--- src/rtl/uart_rx.sv ---
// uart_rx: 8N1 serial receiver with 2-flop synchroniser, mid-bit sampling and one-cycle result pulses.
// Define UART_RX_PARITY_EN to receive 8E1 frames and report parity mismatches on o_rx_parity_err.
module uart_rx #(
    parameter int CLK_FREQ  = 50000000,
    parameter int BAUD_RATE = 9600
) (
    input  logic       i_clk,
    input  logic       i_rst_n,
    input  logic       i_rx_in,
    output logic [7:0] o_rx_data,
    output logic       o_rx_valid,
    output logic       o_rx_busy,
    output logic       o_rx_frame_err,
    output logic       o_rx_parity_err
);
    localparam int CLKS_PER_BIT = CLK_FREQ / BAUD_RATE;
    localparam int CW = $clog2(CLKS_PER_BIT);
    localparam logic [CW-1:0] HALF = CW'(CLKS_PER_BIT / 2);
    localparam logic [CW-1:0] LAST = CW'(CLKS_PER_BIT - 1);

    typedef enum logic [2:0] {IDLE, START, DATA, PARITY, STOP, WAIT_IDLE} state_t;

    state_t         r_state, w_next;
    logic [1:0]     r_sync;
    logic [CW-1:0]  r_cnt;
    logic [2:0]     r_idx;
    logic [7:0]     r_shift;
    logic [7:0]     r_data;
    logic           r_valid, r_ferr;
    logic           w_rx_s, w_tick, w_stop_smp, w_set_valid, w_set_ferr, w_par_ok;

    assign w_rx_s         = r_sync[1];
    assign o_rx_data      = r_data;
    assign o_rx_valid     = r_valid;
    assign o_rx_frame_err = r_ferr;
    assign o_rx_busy      = (r_state != IDLE);

    always_ff @(posedge i_clk or negedge i_rst_n) begin
        if (!i_rst_n) begin
            r_state <= IDLE;
            r_sync  <= 2'b11;
            r_cnt   <= '0;
            r_idx   <= '0;
            r_shift <= '0;
            r_data  <= '0;
            r_valid <= 1'b0;
            r_ferr  <= 1'b0;
        end else begin
            r_state <= w_next;
            r_sync  <= {r_sync[0], i_rx_in};
            r_cnt   <= (r_state == IDLE || r_state == WAIT_IDLE || w_tick) ? '0 : r_cnt + 1'b1;
            if (r_state == DATA && w_tick) begin
                r_shift[r_idx] <= w_rx_s;
                r_idx          <= r_idx + 1'b1;
            end else if (r_state == START) begin
                r_idx <= '0;
            end
            if (w_set_valid)
                r_data <= r_shift;
            r_valid <= w_set_valid;
            r_ferr  <= w_set_ferr;
        end
    end

    always_comb begin
        w_next = r_state;
        case (r_state)
            IDLE:      w_next = w_rx_s ? IDLE : START;
            START:     w_next = w_tick ? (w_rx_s ? IDLE : DATA) : START;
`ifdef UART_RX_PARITY_EN
            DATA:      w_next = (w_tick && r_idx == 3'd7) ? PARITY : DATA;
            PARITY:    w_next = w_tick ? STOP : PARITY;
`else
            DATA:      w_next = (w_tick && r_idx == 3'd7) ? STOP : DATA;
`endif
            STOP:      w_next = w_tick ? (w_rx_s ? IDLE : WAIT_IDLE) : STOP;
            WAIT_IDLE: w_next = w_rx_s ? IDLE : WAIT_IDLE;
            default:   w_next = IDLE;
        endcase
    end

    // START samples at half a bit, every later state at a full bit period
    always_comb begin
        w_tick      = (r_state == START) ? (r_cnt == HALF)
                    : ((r_state == DATA || r_state == PARITY || r_state == STOP) && r_cnt == LAST);
        w_stop_smp  = (r_state == STOP) && w_tick;
        w_set_valid = w_stop_smp && w_rx_s && w_par_ok;
        w_set_ferr  = w_stop_smp && !w_rx_s;
    end

`ifdef UART_RX_PARITY_EN
    logic r_par, r_perr;

    assign w_par_ok        = (r_par == ^r_shift);
    assign o_rx_parity_err = r_perr;

    always_ff @(posedge i_clk or negedge i_rst_n) begin
        if (!i_rst_n) begin
            r_par  <= 1'b0;
            r_perr <= 1'b0;
        end else begin
            if (r_state == PARITY && w_tick)
                r_par <= w_rx_s;
            r_perr <= w_stop_smp && w_rx_s && !w_par_ok;
        end
    end
`else
    assign w_par_ok        = 1'b1;
    assign o_rx_parity_err = 1'b0;
`endif

endmodule
--- config.mk ---
export PLATFORM = sky130hd
export DESIGN_NAME = uart_rx
export DESIGN_NICKNAME = d
export VERILOG_FILES = /design/src/rtl/uart_rx.sv
export SDC_FILE = /design/constraint.sdc
export NUM_CORES = 1
export LEC_CHECK = 0
export ABC_AREA = 1
export CORE_UTILIZATION = 55
export CTS_CLUSTER_SIZE = 14
export DETAILED_ROUTE_END_ITERATION = 12
export GPL_TIMING_DRIVEN = 1
export MAX_ROUTING_LAYER = met4
export PLACE_DENSITY = 0.81
export SYNTH_ARGS = -nofsm -noshare
export SYNTH_HDL_FRONTEND = slang
export SYNTH_SLANG_ARGS = --single-unit
--- constraint.sdc ---
create_clock -name i_clk -period 3.95 [get_ports i_clk]
set_input_delay 0.79 -clock i_clk [delete_from_list [all_inputs] [get_ports i_clk]]
set_output_delay 0.79 -clock i_clk [all_outputs]
set_load 0.01 [all_outputs]
==> flow_metrics.tcl <==
set metrics [dict create \
    status "complete, no violations" \
    grtUsageMet1_pct 28.46 \
    fin_ws_ns 1.569 \
    core_um2 3689 \
    wirelength_mm 3.709 \
    viasPerCell 5.049 \
    synthXorXnorAreaFrac_pct 2.456 \
    skew_ns 0.004833 \
    htree_levels 2 \
    power.total_uw 799.3 \
    hold_path_class "flop to flop" \
    yosys-mux-area-fraction_pct 0 \
    yosysWarnings 0 \
    tightest_slew_ns 0.8298 \
    clk_latency_ns 0.29 \
    met3_usage_pct 4.286 \
    die_area_um2 4144 \
    ir_worst_vdd_mv 0.2525 \
    holdWs_ns 0.3568 \
    synth_seq_area_share_pct 45.73 \
    start_util_pct 58.01 \
    use_met2_pct 33.29 \
    numCtsBuffers 5 \
    cts_tree "done" \
    rows 22 \
    cts_resized 0 \
    clock.fmax_ghz 0.4200 \
    rsz0062_at_grt "false" \
    clkTransAtPathRegs_ns 0.07 \
    clock_sinks 39 \
    worstPathArrival_ns 1.59 \
    clkPwrFrac_pct 48.2 \
    drt_iter0_drc 87 \
    tns_ns 0 \
    grt_max_degree 40 \
    antenna_found_initial 0 \
    drive_gt1_share_pct 13.72 \
    slew_viol_final 0 \
    io_buffers 13 \
    intPower_uw 654.7 \
    p_leak_nw 1.190 \
    netlist_instances 261 \
    syn_nets 268 \
    worstSetupEndpointType "output port" \
    die_h_um 64.37 \
    root_buffer "clkbuf_8" \
    post_cts_buffers 0 \
    ys_types 28 \
    worstPathRequired_ns 3.16 \
    dp.cells 317 \
    synth-simple-area-share_pct 35.38 \
    postCtsHoldBufs 0 \
    hpwl_mm 2.696 \
    fin_crit_ns 2.381 \
    grt_busiest_layer "met2" \
    gp_congestion 0.8952 \
    grt_pass1_wl_mm 6.644 \
    p_sw_share_pct 18.09 \
    grt_pass1_vias 1523 \
    timing.rr.start "r_cnt[0]$_DFF_PN0_" \
    drt_first_pass_iters 5 \
    synth-seq-cells 39 \
    crit_fanout 6 \
    syn_avg_cell_area_um2 8.198 \
    cap_violations 0 \
    syn_area_um2 2140 \
    ioPinCount 15 \
    critPathLaunchType "flop" \
    dr_total_vias 1641 \
    combPwrFrac_pct 1.4 \
    critPathLaunch "r_state[1]$_DFF_PN0_" \
    switchingPower_uw 144.6 \
    fin_nets 283 \
    setup_viol 0 \
    diodes 0 \
    synth-compound-area-share_pct 5.731 \
    min_from "r_sync[0]$_DFF_PN1_" \
    drc 0 \
    wl_per_cell_um 11.41 \
    pre_cts_ws_ns 1.887 \
    seq_power_share_pct 50.4 \
    stdcell_count 325 \
    gr-total-overflow 0 \
    powerDensity_nw_per_um2 331.7 \
    finalCritPeriodShare_pct 60.28 \
    die_w_um 64.37 \
    slew_headroom_pct 44.68 \
    synth_adder_area_share_pct 2.339 \
    clockBufferDepth 2 \
    path_class "flop to output port" \
    area_growth_pct 12.63 \
    track_usage_pct 22.16 \
    synth_top_family_by_area "simple AND/OR/NAND/NOR gates" \
    antenna_left 0 \
    hold_viol 0 \
]
power by group through the flow:
stage          sequential, mW  combinational, mW  clock [mW]
2_1_floorplan           0.409            0.00428           0
3_5_place_dp            0.410             0.0121           0
6_report                0.403             0.0112       0.385
5_1_grt                 0.403             0.0134       0.409
3_3_place_gp            0.410             0.0119           0
4_1_cts                 0.403             0.0121       0.397
cells by family (layout without fill, tap and decap cells):
family / count (synthesis) / in the layout
other: 1 / 1
AO/OA/AOI/OAI: 24 / 24
adder cells (fa/ha/maj): 4 / 4
flip-flops: 39 / 39
XOR/XNOR: 6 / 6
buffers and inverters: 39 / 55
AND/OR/NAND/NOR: 148 / 148
final timing paths:
check / to / slack [ns] / cells past startpoint
max in group asynchronous: r_cnt[7]$_DFF_PN0_ / 2.84 / 1
worst max-delay path: o_rx_busy / 1.57 / 3
worst min register to register: r_sync[1]$_DFF_PN1_ / 0.36 / 0
worst max register to register: r_shift[3]$_DFFE_PN0P_ / 2.17 / 8
worst min-delay path: r_sync[1]$_DFF_PN1_ / 0.36 / 0
min in group asynchronous: o_rx_valid$_DFF_PN0_ / 0.60 / 1
layer usage:
layer  vias up  wire, um
li1        842         -
met1       760      1801
met2        33      1706
met3         6       146
met4         0        54
met5         -         0
metrics by stage:
stage | util (%) | cell area (um^2)
after floorplan | - | 2140
after global placement | 61.74 | 2277
after detailed placement | 61.74 | 2277
after CTS | 65.33 | 2410
after global routing | 65.33 | 2410
final | 65.33 | 2410
layout make-up:
cell class | count | area, um^2
flip-flops and latches | 39 | 978.4
clock inverters | 2 | 60.06
repair buffers | 13 | 125.1
multi-input cells | 183 | 985.9
inverters | 34 | 127.6
well taps | 48 | 60.06
fillers | 313 | 1279
clock buffers | 6 | 72.57
flip-flops by register name (all words and copies together), names as in the netlist:
| register | cells |
|---|---|
| o_rx_frame_err | 1 |
| r_shift | 8 |
| o_rx_valid | 1 |
| r_cnt | 13 |
| r_sync | 2 |
| r_state | 3 |
| r_idx | 3 |
| o_rx_data | 8 |
critical path, cell delays in order, from the launching register on:
cell and delay [ns]:
dfrtp_1 0.49, inv_2 0.11, nand2_1 0.15, clkdlybuf4s50_1 0.55
cell usage in the layout (no fill, tap or decap):
cell,netlist,routed
nor2_4,12,12
dfstp_2,2,2
inv_1,28,28
nand4_1,3,3
clkbuf_1,1,1
nor3_2,1,1
nor3_1,5,5
buf_2,1,1
nand4_4,2,2
o21ai_1,8,8
dfrtp_1,37,37
nand3_1,15,15
nand2_2,1,1
nand3_4,1,1
bufinv_16,0,2
conb_1,1,1
o21ai_0,15,15
nand2_4,1,1
o21bai_1,1,1
clkbuf_8,0,5
ha_1,4,4
nand3_2,1,1
inv_2,6,6
nand2_1,77,77
clkdlybuf4s50_1,0,12
nor2_2,3,3
nor2_1,26,26
xor2_1,6,6
cells in the mapped netlist:
cell type  count  share of area (%)
nand2_1       77                 14
dfrtp_1       37                 43
inv_1         28                4.9
nor2_1        26                4.6
nand3_1       15                3.5
o21ai_0       15                3.5
nor2_4        12                6.3
o21ai_1        8                1.9
inv_2          6                1.1
xor2_1         6                2.5
nor3_1         5                1.2
ha_1           4                2.3
nand4_1        3               0.88
nor2_2         3               0.88
dfstp_2        2                2.5
nand4_4        2                2.0
buf_12         1               0.94
buf_2          1               0.23
buf_4          1               0.35
buf_6          1               0.53
clkbuf_1       1               0.18
conb_1         1               0.18
nand2_2        1               0.29
nand2_4        1               0.53
nand3_2        1               0.47
nand3_4        1               0.82
nor3_2         1               0.47
o21bai_1       1               0.35
(Power assumes the default switching activity.)
